--- src/rtl/ram_rd_stream.sv ---
// Read-side streaming adapter for one port of a synchronous RAM: valid/ready
// request channel in, valid/ready response channel out, credit-counted skid buffer.
module ram_rd_stream #(
  parameter int unsigned ADDR_WIDTH = 10,
  parameter int unsigned DATA_WIDTH = 32,
  parameter int unsigned OUT_REGS   = 0,
  parameter int unsigned BUF_DEPTH  = 4
) (
  input  logic                  Clk_CI,
  input  logic                  Rst_RBI,
  input  logic                  ReqValid_SI,
  output logic                  ReqReady_SO,
  input  logic [ADDR_WIDTH-1:0] ReqAddr_DI,
  output logic                  RspValid_SO,
  input  logic                  RspReady_SI,
  output logic [DATA_WIDTH-1:0] RspData_DO,
  output logic                  RamCSel_SO,
  output logic [ADDR_WIDTH-1:0] RamAddr_DO,
  input  logic [DATA_WIDTH-1:0] RamRdData_DI,
  output logic                  Idle_SO
);

  localparam int unsigned LAT   = OUT_REGS + 1;
  localparam int unsigned PTR_W = $clog2(BUF_DEPTH);
  localparam int unsigned CNT_W = PTR_W + 1;

  localparam logic [CNT_W-1:0] CNT_MAX = CNT_W'(BUF_DEPTH);
  localparam logic [CNT_W-1:0] CNT_ONE = CNT_W'(1);
  localparam logic [PTR_W:0]   PTR_ONE = (PTR_W + 1)'(1);

  if (OUT_REGS > 1) begin : g_bad_out_regs
    $error("ram_rd_stream: OUT_REGS must be 0 or 1");
  end
  if ((BUF_DEPTH < 2) || ((BUF_DEPTH & (BUF_DEPTH - 1)) != 0)) begin : g_bad_depth
    $error("ram_rd_stream: BUF_DEPTH must be a power of two >= 2");
  end

  logic [CNT_W-1:0]      cnt_q;
  logic [LAT-1:0]        vld_q;
  logic [PTR_W:0]        wr_ptr_q;
  logic [PTR_W:0]        rd_ptr_q;
  logic [DATA_WIDTH-1:0] buf_q [BUF_DEPTH];

  logic accept;
  logic pop;

  // Credits cover in-flight reads too, so a read is only issued when its
  // data is guaranteed a buffer slot; the RAM output itself cannot stall.
  assign ReqReady_SO = (cnt_q < CNT_MAX);
  assign accept      = ReqValid_SI & ReqReady_SO;
  assign RamCSel_SO  = accept;
  assign RamAddr_DO  = ReqAddr_DI;

  assign RspValid_SO = (wr_ptr_q != rd_ptr_q);
  assign pop         = RspValid_SO & RspReady_SI;
  assign RspData_DO  = RspValid_SO ? buf_q[rd_ptr_q[PTR_W-1:0]] : '0;
  assign Idle_SO     = (cnt_q == '0);

  // NOTE: sequential state uses non-blocking assignments so every flop samples
  // the pre-edge values, independent of statement order.
  always_ff @(posedge Clk_CI or negedge Rst_RBI) begin
    if (!Rst_RBI) begin
      cnt_q    <= '0;
      vld_q    <= '0;
      wr_ptr_q <= '0;
      rd_ptr_q <= '0;
    end else begin
      unique case ({accept, pop})
        2'b10:   cnt_q <= cnt_q + CNT_ONE;
        2'b01:   cnt_q <= cnt_q - CNT_ONE;
        default: cnt_q <= cnt_q;
      endcase

      vld_q[0] <= accept;
      for (int i = 1; i < LAT; i++) begin
        vld_q[i] <= vld_q[i-1];
      end

      if (vld_q[LAT-1]) begin
        wr_ptr_q <= wr_ptr_q + PTR_ONE;
      end
      if (pop) begin
        rd_ptr_q <= rd_ptr_q + PTR_ONE;
      end
    end
  end

  // NOTE: the data array has no reset; the reset pointers already mark every
  // entry empty, so clearing the storage would only add reset fan-out.
  always_ff @(posedge Clk_CI) begin
    if (vld_q[LAT-1]) begin
      buf_q[wr_ptr_q[PTR_W-1:0]] <= RamRdData_DI;
    end
  end

  logic [PTR_W:0] occupancy;
  assign occupancy = wr_ptr_q - rd_ptr_q;

  a_cnt_bound : assert property (@(posedge Clk_CI) disable iff (!Rst_RBI)
    cnt_q <= CNT_MAX);
  a_occ_bound : assert property (@(posedge Clk_CI) disable iff (!Rst_RBI)
    occupancy <= CNT_MAX);

endmodule

--- config.mk ---
export PLATFORM = sky130hd
export DESIGN_NAME = ram_rd_stream
export DESIGN_NICKNAME = d
export VERILOG_FILES = /design/src/rtl/ram_rd_stream.sv
export SDC_FILE = /design/constraint.sdc
export NUM_CORES = 1
export LEC_CHECK = 0
export CAP_MARGIN = 20
export CELL_PAD_IN_SITES_DETAIL_PLACEMENT = 0
export CELL_PAD_IN_SITES_GLOBAL_PLACEMENT = 1
export CORE_MARGIN = 2
export CORE_UTILIZATION = 44
export CTS_CLUSTER_DIAMETER = 60
export DETAILED_ROUTE_END_ITERATION = 7
export GPL_ROUTABILITY_DRIVEN = 0
export GPL_TIMING_DRIVEN = 0
export MAX_ROUTING_LAYER = met4
export PLACE_DENSITY_LB_ADDON = 0.1
export RECOVER_POWER = 100
export SETUP_SLACK_MARGIN = 0.1
export SKIP_CTS_REPAIR_TIMING = 1
export SYNTH_ARGS = -nofsm -noshare
export SYNTH_HDL_FRONTEND = slang
export SYNTH_SLANG_ARGS = --single-unit
export TNS_END_PERCENT = 20
--- constraint.sdc ---
create_clock -name Clk_CI -period 2.6 [get_ports Clk_CI]
set_clock_uncertainty 0.15 [all_clocks]
set_input_delay 0.52 -clock Clk_CI [delete_from_list [all_inputs] [get_ports Clk_CI]]
set_output_delay 0.52 -clock Clk_CI [all_outputs]
set_load 0.03 [all_outputs]
==> results.toml, run 1 <==
[outcome]
status = "finished, violations left"
violations = "negative setup slack"

[clock_network]
numCtsBuffers = 17
cts_root_buffer = "clkbuf_16"
cts.path.max_buffers = 2
clock_latency_ns = 0.40
clock-sinks = 138
cts_tree = "built"
cts-htree-levels = 4
clkSlewWorstSetupHoldPaths_ns = 0.05

[run]
maxCapViolCount = 0

[global_routing]
antenna_found_initial = 1
grt_use_total_pct = 16.0
grt_pass1_vias = 2845
grt-ovfl-total = 0
grt_max_degree = 33
grt_pass1_wl_mm = 14.9

[finish]
finalNonFillerCells = 567
layout_common_cells = "edfxtp_1 (128), dlygate4sd3_1 (34), mux4_2 (29)"
nNetsFinal = 434
fin_area_um2 = 7280
final_common_cell = "edfxtp_1"
drive_above_1_share_pct = 33.5
area_growth_pct = 30.9
fillCellCount = 958
fin_util_pct = 58.4

[timing]
max_slew_margin_pct = 51.9
fmax_ghz = 0.379
finalCriticalPeriod_ns = 2.64
whs_ns = 0.352
worst_slack_ns = -0.0390
fin_crit_sh_pct = 101
worstMarginPinSlew_ns = 0.721
hold_viol_final = 0
rsz0062_at_grt = "yes"
maxSlewViolCount = 0
setup_viol = 11

[placement]
port_buffers = 81
dp_cells = 526
placed_area_um2 = 6680
place_ws_ns = -0.243
hpwlAfterDp_mm = 6.15

[detailed_routing]
via_per_inst = 4.87
route.detailed.drc = 0
dr.pass1.iters = 4
via_count = 2763
ant_nets = 0
routed_wl_mm = 9.93
routedWlPerCell_um = 17.5
drt_iter0_markers = 126

[logic_synthesis]
yosysTopAreaCellShare_pct = 69.2
netlist_area_um2 = 5560
synth_area_leaders = "edfxtp_1 (69%), mux4_2 (12%), dfrtp_1 (4.5%)"
synth-edff-count = 128
yosysSeqAreaShare_pct = 73.7
yosys_warnings = 0
syn_nets = 322
yosys.area.top_type = "edfxtp_1"
ys_async_sr_fraction_pct = 7.25
ys.flop_type = "edfxtp_1"
synthCells = 269
synth_cell_types = 30
ys_seq_elements = 138
synth_area_per_cell_um2 = 20.7

[power]
irDropWorstVdd_uv = 669
p_leak_nw = 2.61
p_per_area_nw_per_um2 = 1250

[worst_setup_path]
path_max_fanout = 10
crit_chain = "buf_6 -> xor2_4 -> nor3_4 -> buf_6 -> buf_4 -> buf_12 -> nor2b_1 -> buf_2"
cp_slowest_cell = "dfrtp_1"
cp_common_cell = "buf_6"
slowest_delay_ns = 0.40
end_kind = "primary output"
crit_type = "flip-flop to primary output"
critPathLaunchType = "flip-flop"
required_ns = 1.93
crit_family = "buffers and inverters"
critPathBufInv = 5
critPathArrivalTime_ns = 1.97

[die]
rows = 41
core_area_um2 = 12500
start_util_pct = 44.6
die_w_um = 116
pin_count = 92
die-area_um2 = 13500
fp.dieH_um = 116

[min_path]
hp-class = "flip-flop to flip-flop"
==> registers in the layout, indices dropped and copies added, names as in the netlist <==
register  flops
rd_ptr_q      3
buf_q       128
vld_q         1
cnt_q         3
wr_ptr_q      3
==> path summary, 6_finish.rpt <==
path	start	end	slack, ns	cells after the start
setup / recovery	rd_ptr_q[1]	RspData_DO[24]	-0.04	8
hold / removal	cnt_q[0]	cnt_q[0]	0.35	1
setup reg to reg	rd_ptr_q[0]	cnt_q[1]	0.30	8
hold reg to reg	cnt_q[0]	cnt_q[0]	0.35	1
max in group asynchronous	Rst_RBI	wr_ptr_q[0]	1.58	1
min in group asynchronous	Rst_RBI	rd_ptr_q[0]	0.37	1
==> stage by stage <==
step | TNS [ns] | power, mW
2_1_floorplan | 0 | 5.50
3_3_place_gp | -15.14 | 6.86
3_5_place_dp | -6.06 | 6.95
4_1_cts | -20.63 | 9.16
5_1_grt | -2.73 | 9.53
6_report | -0.245 | 9.07
==> final cells by class <==
class	count	area [µm²]	area share, %
buffer	21	219	3.01
multi-input combinational	101	1330	18.2
clock inverter	13	109	1.50
timing repair buffer	93	842	11.6
inverter	9	33.8	0.464
tap	172	215	2.96
sequential	138	4100	56.3
clock buffer	19	433	5.95
antenna	1	2.50	0.0344
==> where the power goes <==
group / switching (mW) / leakage, nW / internal (mW) / total, mW
Combinational: 2.21 / 1.06 / 1.72 / 3.93
Clock: 0.815 / 0.263 / 1.38 / 2.19
Sequential: 0.140 / 1.28 / 2.81 / 2.95
==> cell usage after synthesis (all sizes together), types with 2 or more instances <==
cell type and number:
ha 6, xor2 6, mux4 32, nand2 3, xnor2 4, and2 4
buf 21, and2b 2, dfrtp 10, inv 9, edfxtp 128, nor2b 31
nor3 2
==> logic make-up (layout without fill, tap and decap cells) <==
logic type | after synthesis | count (layout) | synth area share, %
simple gates | 46 | 46 | 5.47
fa+ha+maj | 7 | 7 | 1.71
mux | 33 | 33 | 13.3
buf+inv | 30 | 155 | 3.44
compound gates | 5 | 5 | 0.653
flops | 138 | 138 | 73.7
other cells | 0 | 1 | 0
xor+xnor | 10 | 10 | 1.71
==> per-layer routing <==
| metal | vias to the layer above | wire length (µm) | GRT usage, % |
|---|---|---|---|
| met3 | 10 | 439 | 4.51 |
| met4 | 0 | 136 | 6.19 |
| met2 | 69 | 5020 | 25.9 |
| met5 | - | 0 | - |
| met1 | 1410 | 4340 | 19.1 |
| li1 | 1274 | - | - |
No activity file was read; power rests on OpenSTA's default activity.
==> run 2, diff against run 1 <==
- CORE_ASPECT_RATIO: unset -> 1.2
==> run 2 against run 1 <==
Net effect: the run still ends with negative setup slack left; sequential power about the same; critical path type unchanged; total power up 2.6%; die area about the same; global-route usage up 0.48 points; register-to-register slack worse by 0.06 ns.
==> results.toml, run 2 (synthesis results as in run 1) <==
[finish]
multiInputGateArea_um2 = 1350
drive_above_1_share_pct = 33.8
fillCellCount = 921
layout_common_cells = "edfxtp_1 (128), dlygate4sd3_1 (34), mux4_2 (29)"
antennaDiodeCount = 0
largest_reg_flops = 128
regArea_um2 = 4100
area_growth_pct = 31.8
final_common_cell = "edfxtp_1"
nNetsFinal = 432

[detailed_routing]
via_count = 2780
dr.pass1.iters = 4
drt_iter0_markers = 114
routedWlPerCell_um = 18.4
route.detailed.drc = 0
routed_wl_mm = 10.2
ant_nets = 0
via_per_inst = 5.04

[worst_setup_path]
reg2reg_from = "rd_ptr_q[0]"
r2r-end = "cnt_q[2]"
critPathArrivalTime_ns = 1.96
path_max_fanout = 6
end_kind = "primary output"
required_ns = 1.93
critPathLaunchType = "flip-flop"
crit_type = "flip-flop to primary output"
reg2reg_slack_ns = 0.24
r2r_cells = 10

[timing]
worst_slack_ns = -0.0300
fmax_ghz = 0.380
rsz0062_at_grt = "yes"
hold_viol_final = 0
finalCriticalPeriod_ns = 2.63
whs_ns = 0.352
fin_crit_sh_pct = 101
maxSlewViolCount = 0
max_slew_margin_pct = 38.7
setup_viol = 13
worstMarginPinSlew_ns = 0.920

[global_routing]
gr-usage-met3_pct = 3.88
grtUsageMet2_pct = 27.9
met1_usage_pct = 19.0
grt-ovfl-total = 0
grt_max_degree = 33
grt_pass1_wl_mm = 15.6
antenna_found_initial = 0
grt_pass1_vias = 2942
grt-busiest-layer = "met2"
grt_use_total_pct = 16.4

[min_path]
hp-class = "flip-flop to flip-flop"
holdPathStages = 1
hp-start = "cnt_q[0]"
hold_path_end = "cnt_q[0]"

[clock_network]
cts_root_buffer = "clkbuf_16"
numCtsBuffers = 17
cts_tree = "built"
clock-sinks = 138
clock_latency_ns = 0.41
cts-htree-levels = 4
cts.path.max_buffers = 2
clkSlewWorstSetupHoldPaths_ns = 0.05

[power]
irDropWorstVdd_uv = 682
p_per_area_nw_per_um2 = 1270
netSwitchingPower_mw = 3.23
pwr-share-comb_pct = 44.6
p_int_mw = 6.08
seqPwrFrac_pct = 31.7
clockPowerShare_pct = 23.6
power_mw = 9.31
p_leak_nw = 2.64
switching_share_pct = 34.7

[outcome]
violations = "negative setup slack"
status = "finished, violations left"

[placement]
hpwlAfterDp_mm = 5.93
port_buffers = 81

[die]
rows = 44
fp.dieH_um = 127
pin_count = 92
start_util_pct = 45.5
die-area_um2 = 13500
core_area_um2 = 12200
die_w_um = 107

[run]
maxCapViolCount = 0
## run 2: worst max-delay path, stage by stage (launching register included)
cell       delay (ns)
dfrtp_2          0.42
buf_12           0.17
clkbuf_16        0.16
mux4_2           0.50
nor2b_1          0.14
buf_2            0.17
## run 2: final cells by class
cell class / count / area share [%]
clock inverter: 10 / 1.40
buffer: 21 / 3.26
tap: 161 / 2.75
inverter: 9 / 0.461
clock buffer: 21 / 6.01
timing repair buffer: 91 / 11.8
multi-input combinational: 101 / 18.4
sequential: 138 / 55.9
## run 2: layer usage
| metal | part of all wire, % | routed length (µm) | vias up |
|---|---|---|---|
| met4 | 1.1 | 108 | 0 |
| met1 | 40 | 4080 | 1431 |
| met2 | 55 | 5550 | 73 |
| li1 | - | - | 1266 |
| met3 | 4.2 | 422 | 10 |
| met5 | 0 | 0 | - |
## run 2: worst max path at each step
stage                           start              to  slack (ns)
final                     rd_ptr_q[0]   RspData_DO[3]       -0.03
after global routing      rd_ptr_q[0]  RspData_DO[13]       -0.08
after CTS                 rd_ptr_q[0]   RspData_DO[6]       -0.68
after detailed placement  rd_ptr_q[0]  RspData_DO[23]       -0.24
after global placement    rd_ptr_q[0]  RspData_DO[23]       -0.22
after floorplan           rd_ptr_q[1]  RspData_DO[10]        0.44
## run 2: power groups by stage
stage               clock [mW]  sequential [mW]  combinational [mW]
finish                    2.20             2.96                4.16
detailed placement           0             2.97                3.95
global placement             0             2.97                3.89
CTS                       2.25             2.93                3.96
global route              2.35             2.99                4.45
floorplan                    0             2.94                2.56
## run 2: metrics by stage
step                setup TNS (ns)  util (%)  setup slack (ns)  cell area, µm²  cells
global route                 -1.77      59.9           -0.0781            7330    552
global placement            -12.43      53.8            -0.218            6570    511
floorplan                        0         -             0.439            5560    269
finish                      -0.120      59.9           -0.0300            7330    552
CTS                         -20.76      58.6            -0.680            7160    544
detailed placement           -6.20      54.1            -0.235            6620    513
==> run 3, diff against run 2 <==
- SLEW_MARGIN: unset -> 15
==> run 3 against run 2 <==
Net effect: the run still ends with negative setup slack left; cell area rose by 2.2%; critical endpoint is now RspData_DO[6]; non-clock buffer count rose by 4; sequential power barely moved; flip-flop and latch count did not move.
==> results.toml, run 3 (synthesis results as in run 1) <==
[global_routing]
grt_max_degree = 27
grt_pass1_wl_mm = 15.5
grt_use_total_pct = 16.2
grt_pass1_vias = 2994
grt-ovfl-total = 0
antenna_found_initial = 1

[die]
rows = 44
die_w_um = 107
die-area_um2 = 13500
fp.dieH_um = 127
core_area_um2 = 12200
start_util_pct = 45.5
pin_count = 92

[worst_setup_path]
r2r-end = "cnt_q[1]"
critPathArrivalTime_ns = 1.95
reg2reg_slack_ns = 0.21
end_kind = "primary output"
critPathLaunchType = "flip-flop"
path_max_fanout = 6
required_ns = 1.93
reg2reg_from = "rd_ptr_q[0]"
crit_type = "flip-flop to primary output"
r2r_cells = 9

[finish]
nNetsFinal = 436
drive_above_1_share_pct = 36.9
layout_common_cells = "edfxtp_1 (128), dlygate4sd3_1 (34), mux4_2 (29)"
area_growth_pct = 34.8
largest_reg_flops = 128
final_common_cell = "edfxtp_1"

[detailed_routing]
route.detailed.drc = 0
drt_iter0_markers = 115
met2_wirelength_mm = 5.54
via_count = 2815
routed_wl_mm = 10.0
dr.pass1.iters = 4
route.met3.wl_um = 464
met1_length_mm = 3.89
ant_nets = 0
via_per_inst = 5.04
top_layer_used = "met4"
routedWlPerCell_um = 18.0

[clock_network]
cts_root_buffer = "clkbuf_16"
cts_tree = "built"
clock_latency_ns = 0.40
cts-htree-levels = 4
clock-sinks = 138
numCtsBuffers = 17
cts.path.max_buffers = 2
clkSlewWorstSetupHoldPaths_ns = 0.06

[timing]
max_slew_margin_pct = 50.8
setup_viol = 10
whs_ns = 0.348
fin_crit_sh_pct = 101
finalCriticalPeriod_ns = 2.62
fmax_ghz = 0.382
maxSlewViolCount = 0
rsz0062_at_grt = "yes"
worst_slack_ns = -0.0151
hold_viol_final = 0
worstMarginPinSlew_ns = 0.738

[placement]
place_ws_ns = -0.249
port_buffers = 81
hpwlAfterDp_mm = 6.18

[outcome]
violations = "negative setup slack"
status = "finished, violations left"

[power]
p_per_area_nw_per_um2 = 1280
power_mw = 9.60
irDropWorstVdd_uv = 654
p_leak_nw = 2.69

[run]
maxCapViolCount = 0

[min_path]
holdPathStages = 1
hp-class = "flip-flop to flip-flop"
hold_path_end = "cnt_q[0]"
hp-start = "cnt_q[0]"
## run 3: cell count changes in the layout (fill, tap and decap cells not counted), sizes merged
cell	change
inv	+2
buf	+4
clkbuf	-4
clkinvlp	+3
diode	+1
## run 3: worst max path at each step
stage | from | end | cells past startpoint
after floorplan | rd_ptr_q[1] | RspData_DO[10] | 5
after global placement | rd_ptr_q[0] | RspData_DO[23] | 6
after detailed placement | rd_ptr_q[0] | RspData_DO[6] | 6
after CTS | rd_ptr_q[0] | RspData_DO[6] | 6
after global routing | rd_ptr_q[0] | RspData_DO[19] | 5
final | rd_ptr_q[0] | RspData_DO[6] | 5
## run 3: routing by layer
metal | track usage [%] | vias up
met5 | - | -
met2 | 27.8 | 66
met4 | 6.65 | 0
met3 | 4.23 | 14
met1 | 18.0 | 1457
li1 | - | 1278
## run 3: report_power, final
group	total (mW)	internal (mW)	leakage, nW	switching [mW]
Combinational	4.35	2.05	1.15	2.30
Clock	2.29	1.41	0.269	0.879
Sequential	2.96	2.80	1.28	0.160
## run 3: cell type report
cell class | count | area (µm²)
fill | 892 | 4730
sequential | 138 | 4100
multi-input combinational | 101 | 1370
timing repair buffer | 95 | 970
clock buffer | 17 | 425
buffer | 21 | 244
tap | 161 | 201
clock inverter | 15 | 151
inverter | 9 | 33.8
antenna | 1 | 2.50
## run 3: per-stage QoR
step	cells	TNS [ns]	instance area (µm²)	utilization, %
2_1_floorplan	269	0	5560	-
3_3_place_gp	511	-12.43	6570	53.8
3_5_place_dp	515	-6.69	6670	54.6
4_1_cts	547	-21.42	7250	59.3
5_1_grt	558	-2.09	7490	61.3
6_report	558	-0.0843	7490	61.3
## run 3: critical path, cell delays in order (launching register included)
cell       delay [ns]
dfrtp_2          0.43
buf_12           0.17
clkbuf_16        0.16
mux4_2           0.48
nor2b_2          0.17
buf_6            0.13
